$ cat src/rtl/ili934x_pkg.sv
// Shared constants and FSM state encoding for the ILI934x rectangle-fill scheduler.
package ili934x_pkg;

    localparam int DEF_X_RES = 240;
    localparam int DEF_Y_RES = 320;

    typedef enum logic [2:0] {
        S_IDLE   = 3'd0,
        S_SETW   = 3'd1,
        S_START  = 3'd2,
        S_STREAM = 3'd3,
        S_FINISH = 3'd4
    } sched_state_e;

    function automatic logic [15:0] clip16(input logic [15:0] v, input logic [15:0] max_v);
        return (v > max_v) ? max_v : v;
    endfunction

endpackage

$ cat src/rtl/ili934x_rect_sched_if.sv
// Scheduler-to-panel-driver link: window command, stream start and the pixel stream.
interface ili934x_rect_sched_if;
    logic        win_set_stb;
    logic [15:0] win_x0;
    logic [15:0] win_y0;
    logic [15:0] win_x1;
    logic [15:0] win_y1;
    logic        stream_start;
    // A pixel beat transfers on a rising edge where pix_valid and pix_ready are both high;
    // once raised, pix_valid and pix_data hold until that transfer happens.
    logic [15:0] pix_data;
    logic        pix_valid;
    logic        pix_ready;
    logic        drv_busy;

    modport master (
        output win_set_stb, win_x0, win_y0, win_x1, win_y1,
        output stream_start, pix_data, pix_valid,
        input  pix_ready, drv_busy
    );

    modport slave (
        input  win_set_stb, win_x0, win_y0, win_x1, win_y1,
        input  stream_start, pix_data, pix_valid,
        output pix_ready, drv_busy
    );
endinterface

$ cat src/rtl/ili934x_rr_arb2.sv
// Two-way round-robin arbiter; requester 0 wins a tie straight out of reset.
module ili934x_rr_arb2 (
    input  logic       clk,
    input  logic       rst_n,
    input  logic [1:0] req,
    input  logic       advance,
    output logic [1:0] gnt
);
    logic last;

    always_comb begin
        gnt = 2'b00;
        if (req[0] && (!req[1] || last)) gnt = 2'b01;
        else if (req[1])                 gnt = 2'b10;
    end

    always_ff @(posedge clk or negedge rst_n) begin
        if (!rst_n)       last <= 1'b1;
        else if (advance) last <= gnt[1];
    end
endmodule

$ cat src/rtl/ili934x_rect_sched.sv
// Accepts rectangle-fill commands from two requesters and sequences window set,
// memory-write start and the solid-colour pixel stream towards the panel driver.
module ili934x_rect_sched
    import ili934x_pkg::*;
#(
    parameter int X_RES = DEF_X_RES,
    parameter int Y_RES = DEF_Y_RES
) (
    input  logic        clk,
    input  logic        rst_n,
    input  logic        init_done,
    input  logic        req0_valid,
    output logic        req0_ready,
    input  logic [15:0] req0_x0,
    input  logic [15:0] req0_y0,
    input  logic [15:0] req0_x1,
    input  logic [15:0] req0_y1,
    input  logic [15:0] req0_color,
    input  logic        req1_valid,
    output logic        req1_ready,
    input  logic [15:0] req1_x0,
    input  logic [15:0] req1_y0,
    input  logic [15:0] req1_x1,
    input  logic [15:0] req1_y1,
    input  logic [15:0] req1_color,
    ili934x_rect_sched_if.master drv,
    output logic        busy,
    output logic        grant_id,
    output logic        done_stb,
    output logic        err_stb,
    output logic [2:0]  state_dbg
);
    localparam logic [15:0] X_MAX = 16'(X_RES - 1);
    localparam logic [15:0] Y_MAX = 16'(Y_RES - 1);

    sched_state_e state;
    logic [1:0]   gnt;
    logic         accept, sel, bad;
    logic [15:0]  sx0, sy0, sx1, sy1, scol;
    logic [15:0]  x0_q, y0_q, x1_q, y1_q, color_q;
    logic [16:0]  cnt, w, h;

    ili934x_rr_arb2 u_arb (
        .clk     (clk),
        .rst_n   (rst_n),
        .req     ({req1_valid, req0_valid}),
        .advance (accept),
        .gnt     (gnt)
    );

    // rst_n gates the grant so ready stays low while reset is held, even with valid high.
    assign accept     = rst_n && init_done && (state == S_IDLE) && (gnt != 2'b00);
    assign req0_ready = accept && gnt[0];
    assign req1_ready = accept && gnt[1];
    assign sel        = gnt[1];

    assign sx0  = sel ? req1_x0    : req0_x0;
    assign sy0  = sel ? req1_y0    : req0_y0;
    assign sx1  = sel ? req1_x1    : req0_x1;
    assign sy1  = sel ? req1_y1    : req0_y1;
    assign scol = sel ? req1_color : req0_color;
    assign bad  = (sx0 > sx1) || (sy0 > sy1) || (sx0 > X_MAX) || (sy0 > Y_MAX);

    // Stored corners are already clipped, so x1_q >= x0_q and y1_q >= y0_q.
    assign w = {1'b0, x1_q - x0_q} + 17'd1;
    assign h = {1'b0, y1_q - y0_q} + 17'd1;

    assign busy         = (state != S_IDLE);
    assign state_dbg    = state;
    assign drv.pix_data = color_q;

    always_ff @(posedge clk or negedge rst_n) begin
        if (!rst_n) begin
            state            <= S_IDLE;
            grant_id         <= 1'b0;
            done_stb         <= 1'b0;
            err_stb          <= 1'b0;
            drv.win_set_stb  <= 1'b0;
            drv.stream_start <= 1'b0;
            drv.pix_valid    <= 1'b0;
            drv.win_x0       <= '0;
            drv.win_y0       <= '0;
            drv.win_x1       <= '0;
            drv.win_y1       <= '0;
            x0_q             <= '0;
            y0_q             <= '0;
            x1_q             <= '0;
            y1_q             <= '0;
            color_q          <= '0;
            cnt              <= '0;
        end else begin
            drv.win_set_stb  <= 1'b0;
            drv.stream_start <= 1'b0;
            done_stb         <= 1'b0;
            err_stb          <= 1'b0;
            if (state != S_IDLE && !init_done) begin
                state         <= S_IDLE;
                drv.pix_valid <= 1'b0;
                cnt           <= '0;
            end else begin
                case (state)
                    S_IDLE: if (accept) begin
                        grant_id <= sel;
                        err_stb  <= bad;
                        if (!bad) begin
                            x0_q    <= sx0;
                            y0_q    <= sy0;
                            x1_q    <= clip16(sx1, X_MAX);
                            y1_q    <= clip16(sy1, Y_MAX);
                            color_q <= scol;
                            state   <= S_SETW;
                        end
                    end
                    S_SETW: if (!drv.drv_busy) begin
                        drv.win_set_stb <= 1'b1;
                        drv.win_x0      <= x0_q;
                        drv.win_y0      <= y0_q;
                        drv.win_x1      <= x1_q;
                        drv.win_y1      <= y1_q;
                        state           <= S_START;
                    end
                    S_START: if (!drv.drv_busy) begin
                        drv.stream_start <= 1'b1;
                        drv.pix_valid    <= 1'b1;
                        cnt              <= w * h;
                        state            <= S_STREAM;
                    end
                    S_STREAM: if (drv.pix_valid && drv.pix_ready) begin
                        cnt <= cnt - 17'd1;
                        if (cnt == 17'd1) begin
                            drv.pix_valid <= 1'b0;
                            state         <= S_FINISH;
                        end
                    end
                    S_FINISH: begin
                        done_stb <= 1'b1;
                        state    <= S_IDLE;
                    end
                    default: state <= S_IDLE;
                endcase
            end
        end
    end
endmodule

$ cat src/flat_wrapper.sv
// flat-port wrapper written by rule: the top's interface ports become plain ports
module ili934x_rect_sched_flat import ili934x_pkg::*;
#(
    parameter int X_RES = DEF_X_RES,
    parameter int Y_RES = DEF_Y_RES
)
  (clk, rst_n, init_done, req0_valid, req0_ready, req0_x0, req0_y0, req0_x1, req0_y1, req0_color, req1_valid, req1_ready, req1_x0, req1_y0, req1_x1, req1_y1, req1_color, busy, grant_id, done_stb, err_stb, state_dbg, drv_win_set_stb, drv_win_x0, drv_win_y0, drv_win_x1, drv_win_y1, drv_stream_start, drv_pix_data, drv_pix_valid, drv_pix_ready, drv_drv_busy);
  ili934x_rect_sched_if drv_i ();
  input  logic clk;
  input  logic rst_n;
  input  logic init_done;
  input  logic req0_valid;
  output logic req0_ready;
  input  logic [15:0] req0_x0;
  input  logic [15:0] req0_y0;
  input  logic [15:0] req0_x1;
  input  logic [15:0] req0_y1;
  input  logic [15:0] req0_color;
  input  logic req1_valid;
  output logic req1_ready;
  input  logic [15:0] req1_x0;
  input  logic [15:0] req1_y0;
  input  logic [15:0] req1_x1;
  input  logic [15:0] req1_y1;
  input  logic [15:0] req1_color;
  output logic busy;
  output logic grant_id;
  output logic done_stb;
  output logic err_stb;
  output logic [2:0] state_dbg;
  output wire logic [$bits(drv_i.win_set_stb)-1:0] drv_win_set_stb;
  output wire logic [$bits(drv_i.win_x0)-1:0] drv_win_x0;
  output wire logic [$bits(drv_i.win_y0)-1:0] drv_win_y0;
  output wire logic [$bits(drv_i.win_x1)-1:0] drv_win_x1;
  output wire logic [$bits(drv_i.win_y1)-1:0] drv_win_y1;
  output wire logic [$bits(drv_i.stream_start)-1:0] drv_stream_start;
  output wire logic [$bits(drv_i.pix_data)-1:0] drv_pix_data;
  output wire logic [$bits(drv_i.pix_valid)-1:0] drv_pix_valid;
  input wire logic [$bits(drv_i.pix_ready)-1:0] drv_pix_ready;
  input wire logic [$bits(drv_i.drv_busy)-1:0] drv_drv_busy;
  assign drv_win_set_stb = drv_i.win_set_stb;
  assign drv_win_x0 = drv_i.win_x0;
  assign drv_win_y0 = drv_i.win_y0;
  assign drv_win_x1 = drv_i.win_x1;
  assign drv_win_y1 = drv_i.win_y1;
  assign drv_stream_start = drv_i.stream_start;
  assign drv_pix_data = drv_i.pix_data;
  assign drv_pix_valid = drv_i.pix_valid;
  assign drv_i.pix_ready = drv_pix_ready;
  assign drv_i.drv_busy = drv_drv_busy;
  ili934x_rect_sched #(.X_RES(X_RES), .Y_RES(Y_RES)) u_core (.clk(clk), .rst_n(rst_n), .init_done(init_done), .req0_valid(req0_valid), .req0_ready(req0_ready), .req0_x0(req0_x0), .req0_y0(req0_y0), .req0_x1(req0_x1), .req0_y1(req0_y1), .req0_color(req0_color), .req1_valid(req1_valid), .req1_ready(req1_ready), .req1_x0(req1_x0), .req1_y0(req1_y0), .req1_x1(req1_x1), .req1_y1(req1_y1), .req1_color(req1_color), .drv(drv_i), .busy(busy), .grant_id(grant_id), .done_stb(done_stb), .err_stb(err_stb), .state_dbg(state_dbg));
endmodule
$ cat config.mk
export PLATFORM = sky130hd
export DESIGN_NAME = ili934x_rect_sched_flat
export DESIGN_NICKNAME = d
export VERILOG_FILES = /design/src/rtl/ili934x_pkg.sv /design/src/rtl/ili934x_rect_sched_if.sv /design/src/rtl/ili934x_rr_arb2.sv /design/src/rtl/ili934x_rect_sched.sv /design/src/flat_wrapper.sv
export SDC_FILE = /design/constraint.sdc
export NUM_CORES = 1
export LEC_CHECK = 0
export ABC_CLOCK_PERIOD_IN_PS = 9700
export CAP_MARGIN = 40
export CORE_UTILIZATION = 55
export DETAILED_ROUTE_END_ITERATION = 8
export HOLD_SLACK_MARGIN = 0.06
export PLACE_DENSITY = 0.93
export SLEW_MARGIN = 5
export SYNTH_ARGS = -nofsm -noshare
export SYNTH_HDL_FRONTEND = slang
export SYNTH_HIERARCHICAL = 1
export SYNTH_SLANG_ARGS = --single-unit
$ cat constraint.sdc
create_clock -name clk -period 9.7 [get_ports clk]
set_clock_uncertainty 0.2 [all_clocks]
set_input_delay 1.94 -clock clk [delete_from_list [all_inputs] [get_ports clk]]
set_output_delay 1.94 -clock clk [all_outputs]
set_load 0.05 [all_outputs]
==> impl_results.md, run 1 <==
- Slowest stage delay, CP: 540 ps
- Most used DFF post-synth: dfrtp_1
- Leak: 8.852 nW
- Flop2flop setup slack: 520 ps
- # Max-Cap Violations: 0
- Final hold vios: 0
- Hold_sp: u_core/drv.pix_data[9]
- Hold depth: 2
- Final nets: 2221
- Core area: 26880 um^2
- First-pass GRT wire length: 69750 um
- Sw frac: 0.3801
- CP dominant cell by count: fa_1
- Total Routing Usage GR: 0.3209
- Reg power frac: 0.349
- Die area: 28000 um^2
- Synth top area cells: dfrtp_1 (28%), fa_1 (13%), ha_1 (9.8%), mux2_2 (6.6%), inv_1 (5.1%)
- Post-synth ARST share: 1.000
- CTS tree: yes
- Fmax: 108.9 MHz
- Final Max Slew Viols: 0
- Switching Power: 0.9249 mW
- Final TNS setup: 0 ps
- Clock Power Share: 0.298
- Half-perimeter wire length after placement: 34110 um
- Syn Inst Count: 1586
- Worst slew pin tran: 901.9 ps
- Rows: 60
- Req. time, crit path: 9820 ps
- Clock transition at path regs: 80 ps
- Initial core utilization: 0.5595
- Clk root buf: clkbuf_16
- GPL Wtd Cong: 0.9711
- Routed Antenna Nets: 0
- Dpl cell area: 18070 um^2
- RSZ-0062 raised after global routing: no
- Yosys top cell area share: 0.2829
- Library cells used by synthesis: 95
- DRT Pass-1 Iters: 5
- Filler Cell Count: 1909
- R2r endpoint: u_core/cnt[16]
- Min cycle time layout: 9180 ps
- WL final: 44080 um
- Post-synth EDFFs: 0
- Synth Area per Inst: 9.481 um^2
- Reg2Reg Depth: 32
- IO Pins: 259
- Cts hold-fix bufs: 0
- WHS Endpoint: u_core/drv.pix_data[9]
- Max IR drop VDD: 0.2086 mV
- Setup bufs post-CTS: 0
- CTS Sinks: 171
- Global routing's busiest layer: met2
- Via count: 12910
- HP Class: reg2reg
- Syn Nets: 1967
- Design Area, Final: 18730 um^2
- Synthesized flop and latch total: 171
- Largest net degree at the start of global routing: 71
- Final core utilization: 0.6971
- Vias in the first global route: 13370
- Initial antenna violation count: 5
- Yosys warning total: 6
- Gr ovfl total: 0
- CTS buffer count: 17
- Worst Path Max Fanout: 4
- Area Growth Syn to Fin: 24.59%
- Input/output buffers: 258
- Met3 Track Usage GR: 0.05531
- Slowest cell on the critical path: fa_1
- Part of the cycle the worst path needs: 0.9464
- Yosys top cell by area: dfrtp_1
- Critical R2R Launch: u_core/y1_q[0]
- Clk_lat worst skew: 450 ps
- Max transition margin: 0.3987
- Critical path capture point type: flop
- Seq/Total Area, Yosys: 0.2847
- DRC errors left: 0
- Die W: 167.3 um
- PwrDens: 129.9 nW/um^2
- Setup CP Type: reg2reg
- PostCTS Resize Cnt: 0
- H-tree depth: 4
- GRT met2 Usage: 0.5730
- Status: finished, final reports clean
- Hold WS: 287.1 ps
- Internal: 1.509 mW
- Crit path DAT: 9300 ps
- Final setup vio count: 0
- Met1 Use GR: 0.3659
- Startpoint Class: flop
- Clock buffer depth: 2
- DR iter-0 viols: 832
- WL/cell: 20.04 um
- Via density per instance: 5.870
- Die height: 167.3 um
- Comb power frac: 0.352
- Layout cell share with drive strength beyond 1: 0.1031
- Mapped Area: 15040 um^2
-- power by group through the flow --
stage	logic (mW)	clock network (mW)	registers (mW)
finish	0.857	0.726	0.850
floorplan	0.304	0	1.07
detailed placement	0.843	0	0.859
global placement	0.823	0	0.857
global route	0.902	0.765	0.858
CTS	0.852	0.735	0.850
-- layer usage --
layer,up-vias,wire [um]
met5,-,0
met2,591,22670
met4,0,2318
met1,6342,16410
met3,143,2679
li1,5837,-
-- Yosys cell counts (15+ instances only) --
cell / instances
fa_1: 96
nand2_1: 126
xnor2_1: 48
mux2_2: 88
a21oi_1: 65
nor3_1: 31
ha_1: 118
o21a_1: 20
xor2_1: 32
nor4_1: 16
nor2_1: 133
nand4_1: 15
a31oi_1: 24
dfrtp_1: 170
and2_1: 43
inv_1: 205
mux2i_1: 58
o21ai_0: 67
clkbuf_1: 42
-- flip-flops by register name (all words and copies together) (netlist names), 3 cells and up --
| register | flops |
|---|---|
| u_core/cnt | 17 |
| u_core/drv.pix_data | 16 |
| u_core/drv.win_x0 | 16 |
| u_core/drv.win_x1 | 16 |
| u_core/drv.win_y0 | 16 |
| u_core/drv.win_y1 | 16 |
| u_core/state_dbg | 3 |
| u_core/x0_q | 16 |
| u_core/x1_q | 16 |
| u_core/y0_q | 16 |
| u_core/y1_q | 16 |
-- metrics by stage --
step | setup slack [ps] | std cells | total power, mW
global route | 43.93 | 2199 | 2.525
detailed placement | 570.2 | 2161 | 1.703
floorplan | 1134 | 1586 | 1.377
global placement | 766.8 | 2158 | 1.680
finish | 519.8 | 2200 | 2.434
CTS | 502.2 | 2193 | 2.436
-- kinds of logic after synthesis --
family / Yosys count / synth area share
compound gates: 252 / 0.1071
xor+xnor: 89 / 0.05991
fa+ha+maj: 214 / 0.2260
buf+inv: 258 / 0.06707
flops: 171 / 0.2847
mux: 147 / 0.1055
simple gates: 455 / 0.1498
-- cell usage in the layout, fill, tap and decap left out, types with 15 or more instances in the layout --
cell type	instances
mux2_2	88
o21ai_0	67
fa_1	96
inv_1	205
xnor2_1	48
ha_1	118
a21oi_1	65
dfrtp_1	170
o21a_1	20
a31oi_1	24
nor2_1	133
mux2i_1	58
nand4_1	15
and2_1	43
buf_4	25
clkdlybuf4s50_1	257
xor2_1	32
nor3_1	31
clkbuf_16	17
nand2_1	126
-- area by class of cell --
cell class / count / area [um^2] / area share
antenna: 6 / 15.01 / 0.0008014
clock buffer: 17 / 425.4 / 0.02271
clock inverter: 15 / 215.2 / 0.01149
inverter: 206 / 773.2 / 0.04127
multi-input combinational: 1157 / 9769 / 0.5215
sequential: 171 / 4280 / 0.2285
tap: 341 / 426.7 / 0.02277
timing repair buffer: 287 / 2829 / 0.1510
-- worst max-delay path by stage --
stage	to	slack [ps]	cells after the start	start
2_1_floorplan	u_core/cnt[16]	1130	31	u_core/y1_q[0]
3_3_place_gp	u_core/cnt[16]	770	31	u_core/y1_q[0]
3_5_place_dp	u_core/cnt[16]	570	32	u_core/y1_q[0]
4_1_cts	u_core/cnt[16]	500	32	u_core/y1_q[0]
5_1_grt	u_core/cnt[16]	40	31	u_core/y1_q[0]
6_report	u_core/cnt[16]	520	32	u_core/y1_q[0]
-- worst max-delay path: cells and delay by family, from the launching register on --
kind | cells | cell delay (ps)
AO/OA/AOI/OAI | 5 | 1280
XOR/XNOR | 10 | 2340
adder cells (fa/ha/maj) | 8 | 3370
buffers and inverters | 4 | 210
flip-flops | 1 | 400
AND/OR/NAND/NOR | 5 | 1250
Note: power is estimated with default switching activity, not from simulation.
==> run 2, diff against run 1 <==
--- a/config.mk
+++ b/config.mk
@@ -5,9 +5,13 @@
 export SDC_FILE = /design/constraint.sdc
 export NUM_CORES = 1
 export LEC_CHECK = 0
+export ABC_AREA = 1
 export ABC_CLOCK_PERIOD_IN_PS = 9700
 export CAP_MARGIN = 40
-export CORE_UTILIZATION = 55
+export CELL_PAD_IN_SITES_DETAIL_PLACEMENT = 0
+export CELL_PAD_IN_SITES_GLOBAL_PLACEMENT = 1
+export CORE_MARGIN = 2
+export CORE_UTILIZATION = 40
 export DETAILED_ROUTE_END_ITERATION = 8
 export HOLD_SLACK_MARGIN = 0.06
 export PLACE_DENSITY = 0.93
==> run 2 against run 1 <==
Effect of this change: register-to-register slack gained 900 ps; flip-flop and latch count unchanged; first-iteration DRC count is 8.3% lower; critical endpoint unchanged; highest routed layer unchanged; via count grew 16%; worst hold slack got worse by 3.5 ps; fmax grew 11%; sequential share of layout area shrank 1.1 points.
==> impl_results.md, run 2 <==
- Final core utilization: 0.4988
- Status: finished, final reports clean
- Dpl cell area: 19140 um^2
- Seq/Total Area, Yosys: 0.2682
- R2r endpoint: u_core/cnt[16]
- FF+latch area: 4280 um^2
- Post-synth EDFFs: 0
- Vias in the first global route: 15270
- Max transition margin: 0.4132
- Setup CP Type: reg2reg
- Final nets: 2847
- Hold depth: 2
- Yosys warning total: 6
- Synth Area per Inst: 7.164 um^2
- Finished Layout Cells: 3008
- Hold WS: 283.6 ps
- Area of the multi-input gates: 9925 um^2
- Max IR drop VDD: 0.1658 mV
- Most used DFF post-synth: dfrtp_1
- DRT Pass-1 Iters: 7
- Cells after DPL: 2972
- # Max-Cap Violations: 0
- Comb power frac: 0.450
- Clk root buf: clkbuf_16
- Final Power: 3.025 mW
- Critical path capture point type: flop
- Library cells used by synthesis: 52
- Mapped Area: 15960 um^2
- Sw frac: 0.4487
- Max reg flops: 17
- Post-route worst setup slack: 1419 ps
- Reg power frac: 0.322
- Syn Inst Count: 2228
- Setup bufs post-CTS: 0
- Filler Cell Count: 3912
- CP dominant cell by count: nand2_1
- Layout cell share with drive strength beyond 1: 0.05567
- WHS Endpoint: u_core/drv.win_y1[2]
- Input/output buffers: 258
- Area Growth Syn to Fin: 23.59%
- Final TNS setup: 0 ps
- Die area: 41520 um^2
- Clock Power Share: 0.227
- Rows: 73
- Reg2Reg Depth: 38
- Leak: 10.37 nW
- Syn Nets: 2609
- Slowest cell on the critical path: ha_1
- Via density per instance: 4.969
- CTS Sinks: 171
- WL final: 48970 um
- HP Class: reg2reg
- DRC errors left: 0
- Flop2flop setup slack: 1420 ps
- Leading cell types by count after synthesis: nand2_1 (650), inv_1 (394), nor2_1 (180)
- Via count: 14950
- Clock buffer depth: 2
- Internal: 1.667 mW
- Synthesized flop and latch total: 171
- Die W: 203.8 um
- Final Max Slew Viols: 0
- First-pass GRT wire length: 79370 um
- Fmax: 120.8 MHz
- IO Pins: 259
- Core area: 39550 um^2
- Yosys top cell area share: 0.2665
- H-tree depth: 4
- Place WS: 1472 ps
- Worst Path Max Fanout: 14
- Initial core utilization: 0.4036
- Count leader, synth: nand2_1
- Half-perimeter wire length after placement: 40420 um
- Slowest stage delay, CP: 680 ps
- Routed Antenna Nets: 0
- Clk_lat worst skew: 470 ps
- Initial antenna violation count: 4
- CTS buffer count: 17
- Startpoint Class: flop
- Clock transition at path regs: 80 ps
- Final setup vio count: 0
- WL/cell: 16.28 um
- Part of the cycle the worst path needs: 0.8537
- Most frequent cells in the layout: nand2_1 (649), inv_1 (394), clkdlybuf4s50_1 (257), nor2_1 (179), dfrtp_1 (170)
- GPL Wtd Cong: 0.9192
- Critical R2R Launch: u_core/y0_q[0]
- Worst slew pin tran: 880.3 ps
- CTS tree: yes
- Biggest register: u_core/cnt
- Synth top area cells: dfrtp_1 (27%), nand2_1 (15%), fa_1 (12%), inv_1 (9.3%), ha_1 (9.2%)
- Crit path DAT: 8450 ps
- Cts hold-fix bufs: 0
- PwrDens: 153.3 nW/um^2
- Gr ovfl total: 0
- DR iter-0 viols: 763
- RSZ-0062 raised after global routing: no
- Design Area, Final: 19730 um^2
- Hold_sp: u_core/drv.win_y1[2]
- Post-synth ARST share: 1.000
- Switching Power: 1.357 mW
- Die height: 203.8 um
- Commonest non-fill, non-tap cell in the layout: nand2_1
- Min cycle time layout: 8281 ps
- Yosys top cell by area: dfrtp_1
- Largest net degree at the start of global routing: 99
- Total Routing Usage GR: 0.2448
- Final hold vios: 0
- PostCTS Resize Cnt: 0
- Req. time, crit path: 9870 ps
run 2: worst max-delay path by stage:
stage / depth (start not counted) / from / end / slack (ps)
2_1_floorplan: 42 / u_core/x0_q[0] / u_core/cnt[16] / 2390
3_3_place_gp: 43 / u_core/y1_q[0] / u_core/cnt[16] / 1680
3_5_place_dp: 38 / u_core/y0_q[0] / u_core/cnt[16] / 1470
4_1_cts: 38 / u_core/y0_q[0] / u_core/cnt[16] / 1410
5_1_grt: 38 / u_core/y0_q[0] / u_core/cnt[16] / 610
6_report: 38 / u_core/y0_q[0] / u_core/cnt[16] / 1420
run 2: power groups by stage:
stage / Combinational (mW) / Sequential (mW) / Clock (mW)
global route: 1.48 / 0.995 / 0.731
floorplan: 0.490 / 1.35 / 0
detailed placement: 1.37 / 0.984 / 0
global placement: 1.34 / 0.980 / 0
CTS: 1.37 / 0.976 / 0.708
finish: 1.36 / 0.975 / 0.687
run 2: layout make-up:
| cell class | count | share of cell area |
|---|---|---|
| diodes | 4 | 0.0005074 |
| clock buffers | 17 | 0.02157 |
| clock inverters | 15 | 0.007865 |
| inverters | 419 | 0.07973 |
| multi-input cells | 1586 | 0.5031 |
| flip-flops and latches | 171 | 0.2170 |
| well taps | 525 | 0.03330 |
| repair buffers | 271 | 0.1369 |
run 2: cell families (layout without fill, tap and decap cells):
logic type / after synthesis / count (layout) / synth area share
fa+ha+maj: 214 / 214 / 0.2129
compound gates: 246 / 246 / 0.08638
buf+inv: 471 / 722 / 0.1118
mux: 31 / 31 / 0.01944
simple gates: 1074 / 1074 / 0.2898
flops: 171 / 171 / 0.2682
xor+xnor: 21 / 21 / 0.01152
other cells: 0 / 4 / 0
run 2: worst max-delay path: cells and delay by family, from the launching register on:
family	cells	cell delay, ps
DFF	1	410
adders and majority gates	9	3990
xor gates and xnor gates	1	460
AOI/OAI and AO/OA	6	840
and+or+nand+nor	15	1300
buffers and inverters	7	940
run 2: per-layer routing:
| layer | track usage | routed length, um |
|---|---|---|
| met4 | 0.08525 | 1372 |
| met3 | 0.05609 | 2912 |
| met5 | 0 | 0 |
| met1 | 0.2957 | 20620 |
| met2 | 0.4270 | 24060 |
==> run 3, diff against run 2 <==
--- a/config.mk
+++ b/config.mk
@@ -10,7 +10,6 @@
 export CAP_MARGIN = 40
 export CELL_PAD_IN_SITES_DETAIL_PLACEMENT = 0
 export CELL_PAD_IN_SITES_GLOBAL_PLACEMENT = 1
-export CORE_MARGIN = 2
 export CORE_UTILIZATION = 40
 export DETAILED_ROUTE_END_ITERATION = 8
 export HOLD_SLACK_MARGIN = 0.06
==> run 3 against run 2 <==
Effect of this change: critical endpoint unchanged; clock-buffer cell count rose by 1; first-iteration DRC count rose by 2.8%; sequential power barely moved.
==> impl_results.md, run 3 (synthesis gave the netlist of run 2 again) <==
- PwrDens: 153.0 nW/um^2
- Finished Layout Cells: 3001
- Cts hold-fix bufs: 0
- Final TNS setup: 0 ps
- HP Class: reg2reg
- FF+latch area: 4280 um^2
- Routed Antenna Nets: 0
- Most frequent cells in the layout: nand2_1 (649), inv_1 (394), clkdlybuf4s50_1 (257), nor2_1 (179), dfrtp_1 (170)
- # Max-Cap Violations: 0
- CTS buffer count: 17
- First-pass GRT wire length: 79130 um
- Max transition margin: 0.4139
- Flop2flop setup slack: 1450 ps
- Clock transition at path regs: 70 ps
- Slowest stage delay, CP: 720 ps
- Die area: 40710 um^2
- Total Routing Usage GR: 0.2492
- Req. time, crit path: 9860 ps
- Clock Power Share: 0.226
- Vias in the first global route: 15100
- Initial antenna violation count: 6
- Die W: 201.8 um
- Biggest register: u_core/cnt
- Reg power frac: 0.324
- Critical path capture point type: flop
- CP dominant cell by count: nand2_1
- Setup bufs post-CTS: 0
- WL final: 49200 um
- Via density per instance: 4.965
- DR iter-0 viols: 784
- Max reg flops: 17
- Crit-path leading delay family: adder cells
- Leak: 10.38 nW
- RSZ-0062 raised after global routing: no
- GPL Wtd Cong: 0.9392
- Area Growth Syn to Fin: 23.70%
- Clk root buf: clkbuf_16
- Clock buffer depth: 2
- IO Pins: 259
- Final setup vio count: 0
- WL/cell: 16.39 um
- Part of the cycle the worst path needs: 0.8507
- Internal: 1.675 mW
- Startpoint Class: flop
- Worst slew pin tran: 879.1 ps
- DRC errors left: 0
- DRT Pass-1 Iters: 5
- Half-perimeter wire length after placement: 41060 um
- Max IR drop VDD: 0.1360 mV
- Crit path DAT: 8410 ps
- Fmax: 121.2 MHz
- Area of the multi-input gates: 9925 um^2
- Gr ovfl total: 0
- CP Buf/Inv Count: 7
- Final Max Slew Viols: 0
- PostCTS Resize Cnt: 0
- Input/output buffers: 258
- Setup CP Type: reg2reg
- Slowest cell on the critical path: ha_1
- Switching Power: 1.346 mW
- Via count: 14900
- Commonest non-fill, non-tap cell in the layout: nand2_1
- Largest net degree at the start of global routing: 98
- Die height: 201.8 um
- Initial core utilization: 0.4092
- Final nets: 2846
- H-tree depth: 4
- Cells after DPL: 2964
- Worst Path Max Fanout: 14
- Comb power frac: 0.451
- Min cycle time layout: 8252 ps
- Rows: 72
- Status: finished, final reports clean
- Filler Cell Count: 3900
- CTS Sinks: 171
- Clk_lat worst skew: 460 ps
- Final hold vios: 0
- Core area: 39010 um^2
- Layout cell share with drive strength beyond 1: 0.05529
- CTS tree: yes
- Sw frac: 0.4456
[run 3: changes by cell type in the layout (fill, tap and decap cells not counted), sizes merged]
cell      change
buf           -1
clkbuf        +1
clkinv        +3
clkinvlp      -2
diode         +1
inv           -2
[run 3: cell type report]
type | instances | area share
Inverter | 419 | 0.07966
Timing Repair Buffer | 270 | 0.1377
Antenna cell | 5 | 0.0006337
Multi-Input combinational cell | 1586 | 0.5027
Tap cell | 518 | 0.03283
Sequential cell | 171 | 0.2168
Clock inverter | 14 | 0.007478
Clock buffer | 18 | 0.02224
[run 3: final timing paths]
path / cells after the start / from / to
worst max-delay path: 38 / u_core/y0_q[0] / u_core/cnt[16]
worst min-delay path: 2 / u_core/drv.win_y1[7] / u_core/drv.win_y1[7]
worst max register to register: 38 / u_core/y0_q[0] / u_core/cnt[16]
worst min register to register: 2 / u_core/drv.win_y1[7] / u_core/drv.win_y1[7]
max in group asynchronous: 4 / rst_n / u_core/y1_q[15]
min in group asynchronous: 1 / rst_n / u_core/state_dbg[0]
[run 3: worst reg2reg max path: cells and delay by family, from the launching register on]
kind,cells,cell delay [ps]
adders and majority gates,9,4030
and+or+nand+nor,15,1330
buffers and inverters,7,930
AOI/OAI and AO/OA,6,850
xor gates and xnor gates,1,420
DFF,1,400
[run 3: metrics by stage]
step | utilization | cell area (um^2) | hold slack (ps) | total power, mW | setup slack, ps
5_1_grt | 0.5062 | 19740 | 310.3 | 3.197 | 783.4
3_3_place_gp | 0.4896 | 19100 | 264.8 | 2.321 | 1687
2_1_floorplan | - | 15960 | 248.8 | 1.845 | 2388
4_1_cts | 0.5058 | 19730 | 282.6 | 3.049 | 1488
6_report | 0.5062 | 19740 | 281.5 | 3.021 | 1448
3_5_place_dp | 0.4908 | 19140 | 263.8 | 2.350 | 1524
[run 3: power groups by stage]
stage,clock network [mW],registers [mW],logic [mW]
2_1_floorplan,0,1.35,0.490
3_3_place_gp,0,0.987,1.33
3_5_place_dp,0,0.989,1.36
4_1_cts,0.704,0.978,1.37
5_1_grt,0.726,0.997,1.47
6_report,0.681,0.978,1.36
[run 3: metal layers]
layer  GRT usage  routed length [um]  up-vias
li1            -                   -     7440
met1      0.2954               20470     6988
met2      0.4345               24090      394
met3     0.05377                2862       78
met4      0.1044                1772        0
met5           0                   0        -
==> edit 1 (flow settings as in run 1) <==
Reset style: synchronous (`rst_n`), changed in 2 clocked blocks.
--- a/src/rtl/ili934x_rr_arb2.sv
+++ b/src/rtl/ili934x_rr_arb2.sv
@@ -16,3 +16,3 @@
 
-    always_ff @(posedge clk or negedge rst_n) begin
+    always_ff @(posedge clk) begin
         if (!rst_n)       last <= 1'b1;
--- a/src/rtl/ili934x_rect_sched.sv
+++ b/src/rtl/ili934x_rect_sched.sv
@@ -71,3 +71,3 @@
 
-    always_ff @(posedge clk or negedge rst_n) begin
+    always_ff @(posedge clk) begin
         if (!rst_n) begin
Formal check against the unedited RTL: differs if rst_n is asserted again (counterexample within 4 cycles, from zero or initial values and one cycle with rst_n low); with rst_n held inactive, the same outputs for 4 cycles.
==> edit 1 against run 1 <==
Setup slack lost 0.037 ns. Sequential share of layout area fell by 4.5 points. Cell area shrank 0.57%. Via count up 7.0%. Area after synthesis decreased by 0.14%. Global-route usage shrank 0.16 points. Routed wire length up 2.9%. Sequential cell count did not move. Fmax is 0.40% lower.
Power is not compared: it rests on default switching activity, and its combinational part moved more than twofold at a synthesized area within 25%.
==> edit 1: results (changes against run 1) <==
clk root buf sky130_fd_sc_hd__clkbuf_16; synthesis warning total 6 (unchanged); largest stage delay on the critical path 0.59 ns (+0.05 ns); Post-Synthesis Cells 1788 (+13%); class of the tightest hold or removal check flop to flop; total instance count after detailed placement 2333 (+8.0%); post-placement cell area 0.0180 mm2 (-0.59%); clock-net power 0.720 mW; GPL Wtd Cong 0.923 (-4.9%); vias in the first global route 14172 (+6.0%); top post-synthesis cells by area sky130_fd_sc_hd__dfxtp_1 (23%), sky130_fd_sc_hd__fa_1 (13%), sky130_fd_sc_hd__ha_1 (9.8%), sky130_fd_sc_hd__nand2_1 (6.7%), sky130_fd_sc_hd__inv_1 (5.5%); post-detailed-placement half-perimeter wirelength 34.6 mm (+1.5%); total wire length 45.4 mm (+2.9%); leakage power 8.11 nW; portion of netlist area occupied by mux cells 6.62% (-3.9 points); asr flop ratio synth 0% (-100 points); final core utilization 69.3% (-0.40 points); net switching power 0.455 mW; final hold violation count 0 (unchanged); result of the run finished clean; crit path max-delay cell type sky130_fd_sc_hd__or4_4; Place WS 0.345 ns (-0.225 ns); DRT iter0 DRCs 903 (+8.5%); DR pass1 iterations 5 (unchanged); H-tree levels 4 (unchanged); number of inserted filler cells in the final layout 1946 (+1.9%); most frequent cells after synthesis sky130_fd_sc_hd__nand2_1 (268), sky130_fd_sc_hd__inv_1 (221), sky130_fd_sc_hd__dfxtp_1 (171), sky130_fd_sc_hd__ha_1 (118), sky130_fd_sc_hd__nor2_1 (112); largest net degree at the start of global routing 87 (+23%); peak supply drop just under 0.09 mV; xor-xnor portion of the synthesized cell area 6.13% (+0.14 points); max FFs per register 17 (unchanged); adder-cell area share of the yosys netlist 22.6% (+0.032 points); number of antenna violations at the first check in global routing 7 (+2); total track usage 31.9% (-0.16 points); sequential share of power a little over two fifths; crit-path leading delay family adder cells; number of clock buffers inserted by TritonCTS 17 (unchanged); internal power 1.18 mW; number of nets in the synthesized netlist 2169 (+10%); Resized Gates After CTS 0 (unchanged); post-CTS clock slew at the launch and capture registers of the worst setup and hold paths 0.08 ns (about the same); global-route wire length before repair 70.8 mm (+1.5%); routed length per placed instance 19.1 um (-4.6%); Avg Vias per Cell 5.82 (-0.78%); register with the most flip-flops u_core/cnt; sequential-to-total area share from yosys stat 22.8% (-5.7 points); Synth cell types 81 (-15%); largest family of logic cells by synthesized area adder cells; Total Nets Final 2392 (+7.7%); Least-Margin Pin Slew 0.995 ns (+0.0929 ns); share of final-layout standard cells stronger than drive strength 1 5.78% (-4.5 points); peak fanout along the critical path 8 (+4); source-to-sink clock delay at the later pin of the worst-skew pair 0.43 ns (-0.02 ns); compound-gate portion of the synthesized area 15.5% (+4.8 points); post-CTS setup buffer count 0 (unchanged); arrival time at the worst endpoint 9.37 ns (+0.07 ns)
edit 1: tightest hold or removal path, delay by kind of cell (launching register included):
family                 cells  cell delay [ns]
buffers and inverters      1             0.06
flip-flops                 1             0.33
AND/OR/NAND/NOR            1             0.04
edit 1: worst paths after layout:
check	start	to	slack, ns	depth (start not counted)
max	u_core/y1_q[0]	u_core/cnt[16]	0.48	29
min	u_core/y1_q[14]	u_core/y1_q[14]	0.26	2
max reg2reg	u_core/y1_q[0]	u_core/cnt[16]	0.48	29
min reg2reg	u_core/y1_q[14]	u_core/y1_q[14]	0.26	2
edit 1: layer usage:
layer  part of all wire [%]  wire length, um  global-route usage, %
met1                     37            16800                   35.0
met3                    7.0             3160                   6.17
met5                      0                0                      0
met4                    5.7             2590                   19.9
met2                     50            22800                   56.9
edit 1: area by class of cell:
type,count,share of cell area [%]
antenna,7,0.0940
timing repair buffer,282,15.0
inverter,221,4.45
clock buffer,17,2.28
multi-input combinational,1318,56.3
tap,341,2.29
sequential,171,18.4
clock inverter,15,1.12
==> edit 2 (flow settings as in run 1) <==
Without the edit above. Register the output `state_dbg` once more, with the module's reset; this adds one clock of latency there. The other outputs are not delayed to match.
--- a/src/rtl/ili934x_rect_sched.sv
+++ b/src/rtl/ili934x_rect_sched.sv
@@ -68,3 +68,9 @@
     assign busy         = (state != S_IDLE);
-    assign state_dbg    = state;
+    always_ff @(posedge clk or negedge rst_n) begin
+        if (!rst_n) begin
+            state_dbg <= '0;
+        end else begin
+            state_dbg <= state;
+        end
+    end
     assign drv.pix_data = color_q;
Function: changed (a bounded check fails within 4 cycles, from zero or initial values and one cycle with rst_n low).
==> edit 2 against run 1 <==
Cell area down 0.15%. Routed wire length decreased by 0.62%. Sequential cell count rose by 3. Area after synthesis rose by 0.22%. Power is 18% lower. Setup slack better by 0.017 ns. Non-clock buffer count shrank 10. Critical endpoint unchanged.
==> edit 2: results (changes against run 1) <==
top post-synthesis cells by area sky130_fd_sc_hd__dfrtp_1 (29%), sky130_fd_sc_hd__fa_1 (13%), sky130_fd_sc_hd__ha_1 (9.8%), sky130_fd_sc_hd__mux2_2 (7.2%), sky130_fd_sc_hd__inv_1 (5.0%); post-route design area 0.0187 mm2 (-0.15%); crit path max-delay cell type sky130_fd_sc_hd__xnor2_1; arrival time at the worst endpoint 9.34 ns (+0.04 ns); total power draw 1.99 mW (-18%); final critical-path share of the clock period 94.5% (-0.18 points); peak supply drop 0.121 mV (-42%); number of antenna repair diodes 0 (-6); count of non-CTS buffers in the layout 277 (-3.5%); fraction of standard cell area that is sequential 23.3% (+0.43 points); Layout Area Growth over Synthesis 24.1%; total track usage 31.9% (-0.15 points); Avg Vias per Cell 5.94 (+1.2%); number of inserted filler cells in the final layout 1828 (-4.2%); sequential share of power 39.5% (+4.6 points); routed wl met3 3.26 mm (+22%); proportion of cell area occupied by multi-input gates 52.2% (about the same); global-route wire length before repair 70.4 mm (+0.91%); DR pass1 iterations 6 (+1); GPL Wtd Cong 0.966 (-0.53%); Synth cell types 80 (-16%); Vias 13037 (+0.96%); depth of the most critical reg-to-reg path 27 (-16%); total instance count after detailed placement 2160 (-0.046%); inverters 203 (-1.5%); result of the run finished clean; net switching power 0.670 mW (-28%); length of routed wiring on met1 16.5 mm (+0.84%); peak fanout along the critical path 6 (+2); largest stage delay on the critical path 0.57 ns (+0.03 ns); Hold WS 0.282 ns (-0.00483 ns); number of antenna violations at the first check in global routing 0 (-5); start point of the critical path u_core/x0_q[0]; share of final-layout standard cells stronger than drive strength 1 9.44% (-0.86 points); clock network fraction of total power 36.1% (+6.3 points); largest net degree at the start of global routing 83 (+17%); non-clock buffer area fraction after layout 14.9% (-0.21 points); post-detailed-placement half-perimeter wirelength 33.7 mm (-1.3%)
edit 2: routing by layer:
metal,up-vias,track usage [%]
li1,5858,-
met1,6331,36.6
met2,674,56.3
met3,174,7.54
met4,0,14.7
met5,-,0
edit 2: how the worst min path moves through the flow:
| stage | start | to | depth (start not counted) |
|---|---|---|---|
| 6_report | u_core/grant_id | u_core/grant_id | 1 |
| 5_1_grt | u_core/grant_id | u_core/grant_id | 1 |
| 4_1_cts | u_core/grant_id | u_core/grant_id | 1 |
| 3_5_place_dp | u_core/grant_id | u_core/grant_id | 1 |
| 3_3_place_gp | u_core/grant_id | u_core/grant_id | 1 |
| 2_1_floorplan | u_core/state[0] | u_core/state_dbg[0] | 0 |
edit 2: logic make-up (layout without fill, tap and decap cells):
logic type	Yosys count	in the layout	share of synthesized area (%)
buffers and inverters	258	512	6.49
and+or+nand+nor	445	445	14.3
adders and majority gates	214	214	22.5
muxes	150	150	10.8
DFF	174	174	28.9
AOI/OAI and AO/OA	268	268	11.2
xor gates and xnor gates	90	90	5.75
